`config.mk`:
```
export PLATFORM = sky130hd
export DESIGN_NAME = speaker_serializer
export DESIGN_NICKNAME = d
export VERILOG_FILES = /design/src/rtl/speaker_serializer.sv
export SDC_FILE = /design/constraint.sdc
export NUM_CORES = 1
export LEC_CHECK = 0
export ABC_AREA = 1
export BUFFER_PORTS_ARGS = -buffer_cell sky130_fd_sc_hd__buf_4
export CORE_UTILIZATION = 52
export DETAILED_ROUTE_END_ITERATION = 6
export PLACE_DENSITY = 0.75
export SYNTH_ARGS = -nofsm -noshare
export SYNTH_HDL_FRONTEND = slang
export SYNTH_SLANG_ARGS = --single-unit
```
`constraint.sdc`:
```
create_clock -name clk -period 1.4 [get_ports clk]
set_input_delay 0.14 -clock clk [delete_from_list [all_inputs] [get_ports clk]]
set_output_delay 0.14 -clock clk [all_outputs]
set_load 0.03 [all_outputs]
```
`src/rtl/speaker_serializer.sv`:
```
// speaker_serializer: I2S serializer with counter-derived mclk/sck/lrck for an audio DAC
// Ports:
//   clk          crystal clock, all flops on its rising edge
//   rst          synchronous active-low reset
//   enable       0 mutes data captured at the next frame boundary
//   audio_left   left sample, two's complement
//   audio_right  right sample, two's complement
//   audio_mclk   DAC master clock, clk / 2^DIV_LOG2
//   audio_sck    bit clock, mclk / 8
//   audio_lrck   word select (0 = left, 1 = right), mclk / 256
//   audio_sdin   serial data, I2S, MSB first with one-bit delay
//   sample_ack   one-cycle pulse after a sample pair is captured
module speaker_serializer #(
  parameter int DIV_LOG2 = 2
) (
  input  logic        clk,
  input  logic        rst,
  input  logic        enable,
  input  logic [15:0] audio_left,
  input  logic [15:0] audio_right,
  output logic        audio_mclk,
  output logic        audio_lrck,
  output logic        audio_sck,
  output logic        audio_sdin,
  output logic        sample_ack
);
  localparam int W = DIV_LOG2 + 8;
  logic [W-1:0] cnt;
  logic [31:0]  hold;
  logic [31:0]  shift;
  logic         carry;
  logic         bit_edge;
  logic         frame_end;
  logic         first_slot;
  assign bit_edge   = &cnt[DIV_LOG2+2:0];
  assign frame_end  = &cnt;
  assign first_slot = cnt[DIV_LOG2+7:DIV_LOG2+3] == 5'd0;
  assign audio_mclk = cnt[DIV_LOG2-1];
  assign audio_sck  = cnt[DIV_LOG2+2];
  assign audio_lrck = cnt[DIV_LOG2+7];
  // Slot 0 is fed from carry (previous word's right[0]); the end of slot 0
  // loads the shifter from hold so slots 1..31 carry hold[31:1].
  always_ff @(posedge clk) begin
    if (!rst) begin
      cnt        <= '0;
      hold       <= '0;
      shift      <= '0;
      carry      <= 1'b0;
      audio_sdin <= 1'b0;
      sample_ack <= 1'b0;
    end else begin
      cnt        <= cnt + 1'b1;
      sample_ack <= frame_end;
      if (frame_end) hold <= enable ? {audio_left, audio_right} : 32'h0;
      if (bit_edge) begin
        if (frame_end) begin
          audio_sdin <= carry;
        end else if (first_slot) begin
          audio_sdin <= hold[31];
          shift      <= {hold[30:0], 1'b0};
          carry      <= hold[0];
        end else begin
          audio_sdin <= shift[31];
          shift      <= {shift[30:0], 1'b0};
        end
      end
    end
  end
endmodule

```
---- Yosys cells after proc, flatten, opt, wreduce, memory -nomap -nowiden ----
Index checks and enable logic that the tools add are counted.
W data, S select, Z words.
word-level totals
  output and inout bits ................... 5
  bits of input ports ..................... 35
  memories kept ........................... 0
  bits in latches ......................... 0
  bits in read-only memories .............. 0
  RAM bits ................................ 0
  word-level logic and storage cells ...... 17
  register bits after elaboration ......... 77
operators by class
  multipliers ............................. 0
  bitwise logic cells ..................... 1
  reductions and logical operators ........ 5
  equal/unequal tests ..................... 0
  shifts and indexed selects .............. 0
  divide/modulo/power cells ............... 0
  mux-type cells .......................... 4
  add/subtract/negate cells ............... 1
  $lt $le $gt $ge ......................... 0
operators with widths
  kind                     count
  $mux W32                 2
  $add A10 B1 Y10 const B  1
  $reduce_and A10 Y1       1
  $reduce_and A7 Y1        1
  $reduce_and A6 Y1        1
  $logic_not A5 Y1         1
  $reduce_and A5 Y1        1
  $mux W1                  2
  $not A1 Y1               1

---- Logic depth before layout (Yosys ltp) ----
Gate-level depths: netlist of the first run.
  depth in word-level cells ............... 3
  mapped depth ............................ 9
  mapped depth without buffers ............ 9

---- Least setup slack after synthesis of the first run ----
OpenSTA, ideal clock, no wires.
  kind .................................... flip-flop to flip-flop
  start point ............................. reg cnt[1]
  end point ............................... reg hold[0]
  path buffers ............................ 1
  setup time .............................. 0.069 ns
  clock period less this slack ............ 1.682 ns
  arrival time ............................ 1.613 ns
  slack ................................... -0.282 ns
  stages on the path, launching flop included .. 9
  required time ........................... 1.331 ns
  cell sequence ........................... dfxtp_1 ha_1 nand2_2 nor2_4 nand2_1 nor3_2 nand2_1 buf_6 o21ai_1
on the way
  longest elaborated chain between the ends .. 1
ends and longest elaborated chain
  element                 RTL line  text
  start, declared         28        logic [W-1:0] cnt;
  start signal, assigned  52        cnt <= cnt + 1'b1;
  $reduce_and A10 Y1      36        assign frame_end = &cnt;
  end signal, assigned    54        if (frame_end) hold <= enable ? {audio_left, audio_right} : 32'h0;
  end, declared           29        logic [31:0] hold;
No other way between the ends.
A chain may end at the register's enable or synchronous reset.

---- Worst setup path in the final report of the first run ----
  start point ............................. reg cnt[5]
  end point ............................... reg hold[30]
The elaborated chain is that of the path after synthesis.

==> summary.md, run 1 <==
| Metric | Value |
|---|---|
| Outcome | `finished with violations` |
| Failing checks | `negative setup slack` |
| Largest net degree at the start of global routing | `37` |
| CP required | `1.68 ns` |
| WHS Endpoint | `hold[14]$_SDFFE_PN0P_` |
| Cell area after synthesis | `3387 µm²` |
| Initial antenna violation count | `0` |
| Clock sink count | `76` |
| Pre-Repair DR Iteration Count | `5` |
| Placed cell areas | `3945 µm²` |
| Met2 Use GR | `42.30%` |
| Core Area | `6314 µm²` |
| Die Wd | `82.71 µm` |
| Mapped Cells | `492` |
| CP Class | `flip-flop to flip-flop` |
| Smallest hold slack | `0.04476 ns` |
| Post-DP HPWL | `4905 µm` |
| Unique masters post-synth | `25` |
| Die area | `6840 µm²` |
| Post-route cell area | `4431 µm²` |
| First-pass GRT wire length | `12770 µm` |
| Worst-skew pair later-pin latency | `0.35 ns` |
| Drt via density | `5.170` |
| Syn Nets | `529` |
| Maxcap violations | `0` |
| Top Family by Delay on Critical Path | `simple AND/OR/NAND/NOR gates` |
| Synthesis Warnings | `0` |
| ANT nets after route | `0` |
| Most frequent cells in the layout | `nand2_1 (136), dfxtp_1 (71), nor2_1 (66)` |
| Min Tclk post-route | `1.535 ns` |
| Slew @ Worst Pin | `0.3571 ns` |
| Clk buf depth | `2` |
| Hold Buf Count CTS | `0` |
| CP Capture Type | `flip-flop` |
| WP buf/inv | `1` |
| Worst-path maximum fanout | `15` |
| Root buffer cell | `clkbuf_8` |
| Register bit total from synthesis | `76` |
| Final #Nets | `584` |
| Fin. Hold Viols | `0` |
| Tightest Hold Check Type | `primary input to flip-flop` |
| CTS H-tree depth | `3` |
| GR Layer Usage met3 | `5.604%` |
| Sequential fraction of the synthesis area | `44.92%` |
| P per Cell Area | `920.1 nW/µm²` |
| Final Cycle Share | `109.7%` |
| Reg-to-reg slack, setup | `-0.14 ns` |
| Syn Area/Cell | `6.884 µm²` |
| CP max stage cell | `dfxtp_2` |
| GR Layer Usage met1 | `31.30%` |
| Crit path cell chain | `nand2_1 -> nor2_1 -> nand2_2 -> nor3_4 -> nand2_4 -> buf_12 -> o21ai_1` |
| Worst R2R End | `hold[30]$_SDFFE_PN0P_` |
| Clock transition at path regs | `0.08 ns` |
| Worst slew margin | `75.94%` |
| Row Count | `29` |
| Final setup skew | `0.007076 ns` |
| Share of cells above drive strength 1 | `25.91%` |
| Post-DR wirelength/cell | `13.13 µm` |
| Worst EP arrival | `1.81 ns` |
| R2R Path Start | `cnt[5]$_SDFF_PN0_` |
| Post-Route WL | `8256 µm` |
| R2R depth | `7` |
| Max Freq | `0.6514 GHz` |
| Area of the multi-input gates | `1724 µm²` |
| Max stage delay on crit path | `0.40 ns` |
| Vias in the first global route | `2842` |
| Worst hold stages | `3` |
| Starting DRC count in detailed routing | `145` |
| Final Power | `0.004077 W` |
| Top Ports | `40` |
| CP Launch Type | `flip-flop` |
| Total grt overflow | `0` |
| Register Area | `1533 µm²` |
| Die Span Y | `82.71 µm` |
| Remaining DRCs | `0` |
| Hold Crit Start | `audio_right[14]` |
| Setup Viol. Count Final | `66` |
| # diodes | `0` |
| RSZ-0062 raised after global routing | `true` |
| Placed cells | `606` |
| VDD IR max | `696.2 µV` |
| Layout Area Growth over Synthesis | `30.81%` |
| Pre-CTS setup slack | `-0.1281 ns` |
| GPL Wtd Cong | `0.9052` |
| Fill cells | `531` |
| TritonCTS clock tree | `built` |
| Leading cell type in the layout, fill and taps excluded | `nand2_1` |
| Final worst-path setup slack | `-0.1352 ns` |
| Starting Density | `53.65%` |
| I/O Buffers | `39` |
| Final cell count without fillers | `629` |
| Leakage power | `2.068 nW` |
| Number of buffers created by CTS | `9` |
| Top Usage Layer GRT | `met2` |
| Max-slew violations | `0` |
| Global Route Usage Sum | `25.31%` |
| Total number of vias | `3252` |
-- through the flow --
step | util (%) | TNS, ns
2_1_floorplan | - | -1.409
3_3_place_gp | 62.49 | -3.427
3_5_place_dp | 62.49 | -6.075
4_1_cts | 68.01 | -5.558
5_1_grt | 70.17 | -10.39
6_report | 70.17 | -5.633
-- worst max path at each step --
stage	start	cells after the start	endpoint	slack, ns
3_3_place_gp	cnt[0]$_SDFF_PN0_	8	hold[14]$_SDFFE_PN0P_	-0.10
5_1_grt	cnt[7]$_SDFF_PN0_	7	hold[30]$_SDFFE_PN0P_	-0.20
3_5_place_dp	cnt[0]$_SDFF_PN0_	8	hold[14]$_SDFFE_PN0P_	-0.13
6_report	cnt[5]$_SDFF_PN0_	7	hold[30]$_SDFFE_PN0P_	-0.14
2_1_floorplan	cnt[1]$_SDFF_PN0_	9	shift[21]$_SDFFE_PN0P_	-0.04
4_1_cts	cnt[0]$_SDFF_PN0_	9	shift[1]$_SDFFE_PN0P_	-0.13
-- layer usage --
layer,up-vias,wire [µm]
li1,1663,-
met1,1466,3504
met2,109,4209
met3,14,398
met4,0,144
met5,-,0
-- flip-flops by register name, indices dropped and copies added (netlist names) --
signal	flops
audio_sdin	1
carry	1
cnt	10
hold	32
sample_ack	1
shift	31
-- worst min-delay path: cells and delay by family --
kind | cells | cell delay [ns]
AND/OR/NAND/NOR | 1 | 0.05
buffers and inverters | 1 | 0.10
AO/OA/AOI/OAI | 1 | 0.06
-- layout make-up --
cell class              instances  area share (%)
multi-input cells             343           38.92
well taps                      77           2.175
clock inverters                 6           1.412
flip-flops and latches         76           34.59
inverters                      44           3.728
repair buffers                 73           16.07
clock buffers                  10           3.106
-- Yosys cell counts --
library cell | instances | area share (%)
nand2_1 | 142 | 16
dfxtp_1 | 76 | 45
nor2_1 | 72 | 8.0
inv_1 | 44 | 4.9
nand3_1 | 40 | 5.9
o21ai_0 | 35 | 5.2
o21ai_1 | 22 | 3.3
clkbuf_1 | 11 | 1.2
a21oi_1 | 8 | 1.2
buf_2 | 8 | 1.2
o21ai_2 | 7 | 1.8
buf_6 | 5 | 1.7
buf_1 | 4 | 0.44
nand2_2 | 3 | 0.55
nand4_1 | 3 | 0.55
ha_1 | 2 | 0.74
nor3_1 | 2 | 0.30
a31oi_1 | 1 | 0.18
buf_4 | 1 | 0.22
nand4_4 | 1 | 0.63
nor2_2 | 1 | 0.18
nor2_4 | 1 | 0.33
nor3_2 | 1 | 0.30
nor3_4 | 1 | 0.48
nor4_1 | 1 | 0.18
-- what timing repair did --
item	in CTS	in global routing
buffers inserted	4	2
setup endpoints to repair	66	67
pin swaps	5	7
cloned	2	1
resized for setup	22	33
-- kinds of logic after synthesis --
logic type / Yosys count / share of synthesized area (%)
AO/OA/AOI/OAI: 73 / 11.60
buffers and inverters: 73 / 9.605
flip-flops: 76 / 44.92
AND/OR/NAND/NOR: 268 / 33.14
adder cells (fa/ha/maj): 2 / 0.7387
-- where the power goes --
group	internal (W)	total [W]	switching, W
Clock	0.000870	0.00169	0.000823
Combinational	0.0000995	0.000210	0.000111
Sequential	0.00217	0.00217	0.00000815
Total	0.00313	0.00408	0.000942
Note: power is estimated with default switching activity, not from simulation.
==> run 2, diff against run 1 <==
Settings changed: CORE_UTILIZATION 52 to 49, HOLD_SLACK_MARGIN from default to 0.15, PLACE_DENSITY 0.75 to 0.72.
==> summary.md, run 2 (synthesis results as in run 1) <==
| Metric | Value |
|---|---|
| Outcome | `finished with violations` |
| Failing checks | `negative setup slack` |
| Post-Route WL | `8220 µm (-0.44%)` |
| GR Layer Usage met3 | `5.934% (+0.33 points)` |
| Met2 Use GR | `40.03% (-2.3 points)` |
| Final cell count without fillers | `661 (+5.1%)` |
| Post-DR wirelength/cell | `12.44 µm (-5.3%)` |
| Row Count | `29 (unchanged)` |
| Final worst-path setup slack | `-0.03852 ns (+0.09672 ns)` |
| CP Launch Type | `flip-flop` |
| Leakage power | `2.160 nW (+4.5%)` |
| R2R Path Start | `cnt[0]$_SDFF_PN0_` |
| Drt via density | `5.103 (-1.3%)` |
| Fin util | `71.28% (+1.1 points)` |
| Crit path cell chain | `buf_4 -> inv_1 -> nor3_4 -> nand2_4 -> buf_4 -> o21ai_0 -> nor2_1` |
| Leading cell type in the layout, fill and taps excluded | `nand2_1` |
| Min Tclk post-route | `1.439 ns (-0.09672 ns)` |
| Worst R2R End | `shift[2]$_SDFFE_PN0P_` |
| Largest net degree at the start of global routing | `34 (-8.1%)` |
| Slew @ Worst Pin | `0.3127 ns (-0.04436 ns)` |
| Clock sink count | `76 (unchanged)` |
| RSZ-0062 raised after global routing | `true` |
| CP Capture Type | `flip-flop` |
| CP max stage cell | `dfxtp_2` |
| Pre-Repair DR Iteration Count | `4 (-1)` |
| Top Registers | `hold (32), shift (31), cnt (10)` |
| Final Cycle Share | `102.8% (-6.9 points)` |
| R2R depth | `7 (unchanged)` |
| I/O Buffers | `39 (unchanged)` |
| Total grt overflow | `0 (unchanged)` |
| Setup Viol. Count Final | `9 (-86%)` |
| First-pass GRT wire length | `13060 µm (+2.3%)` |
| Final setup skew | `0.01026 ns (+0.003188 ns)` |
| CP Class | `flip-flop to flip-flop` |
| Clock transition at path regs | `0.09 ns (about the same)` |
| Starting Density | `52.15% (-1.5 points)` |
| Die Wd | `85.14 µm (+2.9%)` |
| Clk buf depth | `2 (unchanged)` |
| Post-DP HPWL | `4879 µm (-0.51%)` |
| Tightest Hold Check Type | `primary input to flip-flop` |
| # diodes | `0 (unchanged)` |
| Pre-CTS setup slack | `-0.02923 ns (+0.09890 ns)` |
| Final #Nets | `616 (+5.5%)` |
| Biggest register | `hold` |
| TritonCTS clock tree | `built` |
| Fin. Hold Viols | `0 (unchanged)` |
| Top Usage Layer GRT | `met2` |
| Die Span Y | `85.14 µm (+2.9%)` |
| ANT nets after route | `0 (unchanged)` |
| VDD IR max | `704.6 µV (+1.2%)` |
| Most frequent cells in the layout | `nand2_1 (139), dfxtp_1 (70), nor2_1 (68)` |
| Starting DRC count in detailed routing | `164 (+13%)` |
| Worst-path maximum fanout | `5 (-10)` |
| Max stage delay on crit path | `0.36 ns (-0.04 ns)` |
| Max Freq | `0.6952 GHz (+6.7%)` |
| Max reg flops | `32 (unchanged)` |
| Reg-to-reg slack, setup | `-0.04 ns (+0.10 ns)` |
| Number of buffers created by CTS | `9 (unchanged)` |
| Vias in the first global route | `3060 (+7.7%)` |
| Core Area | `6495 µm² (+2.9%)` |
| Global Route Usage Sum | `23.06% (-2.2 points)` |
| Max-slew violations | `0 (unchanged)` |
| Placed cells | `606 (unchanged)` |
| Initial antenna violation count | `0 (unchanged)` |
| Crit path launch | `cnt[0]$_SDFF_PN0_` |
| Top Ports | `40 (unchanged)` |
| CP required | `1.65 ns (-0.03 ns)` |
| Remaining DRCs | `0 (unchanged)` |
| P per Cell Area | `907.9 nW/µm² (-1.3%)` |
| GPL Wtd Cong | `0.8453 (-6.6%)` |
| Die area | `7249 µm² (+6.0%)` |
| Worst setup endpoint | `shift[2]$_SDFFE_PN0P_` |
| Total number of vias | `3373 (+3.7%)` |
| CTS H-tree depth | `3 (unchanged)` |
| Critical Path Most Common Cell | `buf_4` |
| Worst-skew pair later-pin latency | `0.36 ns (about the same)` |
| Maxcap violations | `0 (unchanged)` |
| GR Layer Usage met1 | `26.64% (-4.7 points)` |
| Worst slew margin | `79.15% (+3.2 points)` |
| Layout Area Growth over Synthesis | `36.68%` |
| Worst EP arrival | `1.69 ns (-0.12 ns)` |
| Root buffer cell | `clkbuf_8` |
| Share of cells above drive strength 1 | `22.43% (-3.5 points)` |
==> run 2: cell types whose count changed in the layout (fill, tap and decap cells not counted), sizes merged <==
| cell | previous run | this run |
|---|---|---|
| clkbuf | 11 | 12 |
| clkinv | 3 | 0 |
| inv | 45 | 47 |
| dlygate4sd3 | 0 | 33 |
| clkinvlp | 1 | 2 |
| buf | 72 | 70 |
==> run 2: critical path, delay by kind of cell (launching register included) <==
kind / cells / cell delay [ns]
compound gates: 1 / 0.17
simple gates: 3 / 0.45
buf+inv: 3 / 0.36
flops: 1 / 0.36
==> run 2: what timing repair did <==
action / in CTS / in global routing
hold buffers: 33 / 0
buffers inserted: 0 / 4
setup endpoints to repair: 26 / 65
gates resized for setup: 6 / 25
gates cloned: 0 / 2
pin swaps: 1 / 1
endpoints found under the hold margin: 37 / 0
==> run 2: area by class of cell <==
type | count | area (µm²)
Clock buffer | 10 | 137.6
Clock inverter | 6 | 68.82
Fill cell | 495 | 1866
Inverter | 44 | 165.2
Multi-Input combinational cell | 343 | 1644
Sequential cell | 76 | 1534
Tap cell | 77 | 96.34
Timing Repair Buffer | 105 | 983.4
==> run 2: power by group <==
group / internal [W] / leakage [nW] / switching [W]
clock: 0.000885 / 0.0999 / 0.000865
sequential: 0.00217 / 0.616 / 0.00000799
combinational: 0.000155 / 1.44 / 0.000126
==> run 2: stage by stage <==
stage / setup TNS [ns] / area [µm²] / total power [W] / hold slack [ns]
final: -0.1144 / 4629 / 0.004203 / 0.1890
after global routing: -4.652 / 4629 / 0.004360 / 0.1970
after CTS: -0.01158 / 4457 / 0.004223 / 0.1697
after detailed placement: -0.2506 / 3908 / 0.002419 / 0.4060
after global placement: -0.0008119 / 3908 / 0.002417 / 0.3988
after floorplan: -1.409 / 3433 / 0.002311 / 0.2900
==> run 2: per-layer routing <==
metal	routed length, µm	vias to the layer above
met5	0	-
met1	3590	1554
met4	167	0
li1	-	1718
met3	321	14
met2	4140	87
==> run 2: worst min-delay path by stage <==
stage                     depth (start not counted)           from  slack (ns)                    end
after global routing                              3         enable        0.20  hold[20]$_SDFFE_PN0P_
after floorplan                                   2  audio_left[1]        0.29  hold[17]$_SDFFE_PN0P_
final                                             3         enable        0.19  hold[20]$_SDFFE_PN0P_
after CTS                                         3         enable        0.17  hold[19]$_SDFFE_PN0P_
after global placement                            3  audio_left[7]        0.40  hold[23]$_SDFFE_PN0P_
after detailed placement                          3  audio_left[3]        0.41  hold[19]$_SDFFE_PN0P_
==> run 3, diff against run 2 <==
Settings changed: ABC_AREA 1 to 0, HOLD_SLACK_MARGIN 0.15 to 0.06.
==> summary.md, run 3 <==
| Metric | Value |
|---|---|
| Failing checks | `negative setup slack` |
| Leakage power | `1.579 nW (-27%)` |
| Placed cells | `411 (-32%)` |
| CP max stage cell | `dfxtp_4` |
| Post-DP HPWL | `3719 µm (-24%)` |
| Min Tclk post-route | `1.461 ns (+0.02242 ns)` |
| Pre-Repair DR Iteration Count | `4 (unchanged)` |
| Root buffer cell | `clkbuf_8` |
| Largest net degree at the start of global routing | `32 (-5.9%)` |
| CP Class | `flip-flop to flip-flop` |
| Total grt overflow | `0 (unchanged)` |
| RSZ-0062 raised after global routing | `true` |
| Mapped Cells | `307 (-38%)` |
| Top Usage Layer GRT | `met2` |
| Biggest register | `hold` |
| GR Layer Usage met1 | `27.50% (+0.87 points)` |
| CTS H-tree depth | `3 (unchanged)` |
| GPL Wtd Cong | `0.7524 (-11%)` |
| Worst-skew pair later-pin latency | `0.35 ns (about the same)` |
| ANT nets after route | `0 (unchanged)` |
| Pre-CTS setup slack | `-0.1407 ns (-0.1114 ns)` |
| Post-synth EDFFs | `0 (unchanged)` |
| Remaining DRCs | `0 (unchanged)` |
| Global Route Usage Sum | `21.37% (-1.7 points)` |
| P_sw | `0.0008989 W (-9.9%)` |
| CP Launch Type | `flip-flop` |
| Worst EP arrival | `1.69 ns (about the same)` |
| Synthesis Warnings | `0 (unchanged)` |
| Max stage delay on crit path | `0.38 ns (+0.02 ns)` |
| Most instantiated cells after synthesis | `dfxtp_1 (76), nand2_1 (63), a22o_1 (32), o21ai_0 (31), a31oi_1 (30)` |
| Clock sink count | `76 (unchanged)` |
| Worst-path maximum fanout | `8 (+3)` |
| Die area | `6215 µm² (-14%)` |
| Outcome | `finished with violations` |
| Clk buf depth | `2 (unchanged)` |
| Final Cycle Share | `104.4% (+1.6 points)` |
| Area leader, netlist | `dfxtp_1` |
| Die Wd | `78.84 µm (-7.4%)` |
| Final setup skew | `0.01084 ns (+0.0005806 ns)` |
| Unique masters post-synth | `29 (+16%)` |
| GR Layer Usage met3 | `6.552% (+0.62 points)` |
| Syn Nets | `344 (-35%)` |
| Combinational power share | `6.0% (-0.7 points)` |
| Clock share of power | `39.1% (-2.5 points)` |
| Initial antenna violation count | `0 (unchanged)` |
| Slew @ Worst Pin | `0.4399 ns (+0.1272 ns)` |
| # diodes | `0 (unchanged)` |
| Post-Route WL | `6759 µm (-18%)` |
| Layout Area Growth over Synthesis | `42.95%` |
| Total number of vias | `2507 (-26%)` |
| Starting Density | `51.58% (-0.56 points)` |
| VDD IR max | `709.3 µV (+0.67%)` |
| Sequential fraction of the synthesis area | `52.60% (+7.7 points)` |
| Fin util | `73.74% (+2.5 points)` |
| Synth top area share | `52.60% (+7.7 points)` |
| Most frequent cells in the layout | `dfxtp_1 (67), nand2_1 (63), buf_4 (56)` |
| Top Family by Delay on Critical Path | `compound AO/OA/AOI/OAI gates` |
| TritonCTS clock tree | `built` |
| Top Ports | `40 (unchanged)` |
| CP required | `1.63 ns (-0.02 ns)` |
| Internal | `0.003061 W (-4.5%)` |
| Clock transition at path regs | `0.08 ns (about the same)` |
| P per Cell Area | `957.6 nW/µm² (+5.5%)` |
| Ys flop type | `dfxtp_1` |
| Tightest Hold Check Type | `primary input to flip-flop` |
| Register bit total from synthesis | `76 (unchanged)` |
| Final #Nets | `424 (-31%)` |
| Async S/R FF share, synth | `0% (unchanged)` |
| Post-DR wirelength/cell | `14.57 µm (+17%)` |
| Share of cells above drive strength 1 | `34.44% (+12 points)` |
| Row Count | `27 (-6.9%)` |
| Setup Viol. Count Final | `42 (+33)` |
| Top-count cell post-synth | `dfxtp_1` |
| Crit path cell chain | `ha_4 -> nand3_4 -> o211a_4 -> clkbuf_16 -> o21ai_2 -> a31oi_1` |
| Top Registers | `hold (32), shift (31), cnt (10)` |
| Leading cell type in the layout, fill and taps excluded | `dfxtp_1` |
| Top cells by area, synth | `dfxtp_1 (53%), a22o_1 (9.7%), nand2_1 (8.2%)` |
| WP buf/inv | `1 (-2)` |
| Met2 Use GR | `34.09% (-5.9 points)` |
| Vias in the first global route | `2289 (-25%)` |
| Worst slew margin | `70.67% (-8.5 points)` |
| Placed cell areas | `3351 µm² (-14%)` |
| Core Area | `5608 µm² (-14%)` |
| Die Span Y | `78.84 µm (-7.4%)` |
| Final cell count without fillers | `464 (-30%)` |
| Max-slew violations | `0 (unchanged)` |
| Reg power frac | `54.9% (+3.2 points)` |
| First-pass GRT wire length | `10250 µm (-22%)` |
| Fin. Hold Viols | `0 (unchanged)` |
| I/O Buffers | `39 (unchanged)` |
| Maxcap violations | `0 (unchanged)` |
| Max reg flops | `32 (unchanged)` |
| Drt via density | `5.403 (+5.9%)` |
| Starting DRC count in detailed routing | `67 (-59%)` |
| Number of buffers created by CTS | `9 (unchanged)` |
| Post-route cell area | `4135 µm² (-11%)` |
| Switching part of the total | `22.70% (-1.0 points)` |
| CP Capture Type | `flip-flop` |
| Final worst-path setup slack | `-0.06094 ns (-0.02242 ns)` |
| Cell area after synthesis | `2893 µm² (-15%)` |
| Max Freq | `0.6845 GHz (-1.5%)` |
| Syn Area/Cell | `9.423 µm² (+37%)` |
[run 3: cell count changes in the layout (fill, tap and decap cells not counted), moves of 29 or more]
cell and change:
nand2_1 -76, nor2_1 -66, inv_1 -44, nand3_1 -38, a22o_1 +32, o21ai_0 -31, a31oi_1 +29
[run 3: area by class of cell]
class	instances	area, µm²
Sequential cell	76	1543
Fill cell	392	1473
Multi-Input combinational cell	204	1404
Timing Repair Buffer	96	913.4
Clock buffer	11	151.4
Tap cell	72	90.09
Clock inverter	5	33.78
[run 3: logic make-up (layout without fill, tap and decap cells)]
group,after synthesis,count (layout),synth area share (%)
compound gates,100,100,23.57
fa+ha+maj,2,2,0.8649
buf+inv,27,112,5.796
xor+xnor,6,6,1.817
simple gates,95,95,14.97
flops,76,76,52.60
mux,1,1,0.3892
[run 3: worst register-to-register path: cells and delay by family, from the launching register on]
kind	cells	cell delay (ns)
buffers and inverters	1	0.19
flip-flops	1	0.38
AND/OR/NAND/NOR	1	0.10
AO/OA/AOI/OAI	3	0.53
adder cells (fa/ha/maj)	1	0.16
[run 3: stage by stage]
step / total power (W) / setup TNS [ns] / hold slack (ns)
6_report: 0.003960 / -0.9261 / 0.1196
2_1_floorplan: 0.002285 / -1.393 / 0.2655
3_5_place_dp: 0.002380 / -5.638 / 0.3536
4_1_cts: 0.003978 / -1.975 / 0.1267
5_1_grt: 0.004132 / -4.616 / 0.1166
3_3_place_gp: 0.002379 / -2.733 / 0.3488
[run 3: path summary, 6_finish.rpt]
check	cells past startpoint	slack, ns	endpoint	startpoint
worst max register to register	6	-0.06	shift[15]$_SDFFE_PN0P_	cnt[0]$_SDFF_PN0_
worst min-delay path	3	0.12	shift[3]$_SDFFE_PN0P_	rst
worst max-delay path	6	-0.06	shift[15]$_SDFFE_PN0P_	cnt[0]$_SDFF_PN0_
worst min register to register	2	0.47	shift[10]$_SDFFE_PN0P_	hold[9]$_SDFFE_PN0P_
[run 3: power groups by stage]
| stage | Sequential (W) | Clock, W | Combinational [W] |
|---|---|---|---|
| 6_report | 0.00217 | 0.00155 | 0.000239 |
| 3_5_place_dp | 0.00222 | 0 | 0.000156 |
| 5_1_grt | 0.00217 | 0.00170 | 0.000256 |
| 2_1_floorplan | 0.00223 | 0 | 0.0000545 |
| 4_1_cts | 0.00217 | 0.00158 | 0.000229 |
| 3_3_place_gp | 0.00222 | 0 | 0.000155 |
[run 3: layer usage]
| metal | share of wire [%] | wire [µm] |
|---|---|---|
| met3 | 4.7 | 321 |
| met5 | 0 | 0 |
| met2 | 46 | 3126 |
| met1 | 48 | 3219 |
| met4 | 1.3 | 91 |
[run 3: timing repair]
item / in CTS / in global routing
resized for setup: 11 / 40
cloned: 1 / 3
setup endpoints to repair: 65 / 66
pin swaps: 2 / 3
hold buffers: 32 / 0
hold endpoints to repair: 32 / 0
setup buffers: 1 / 0
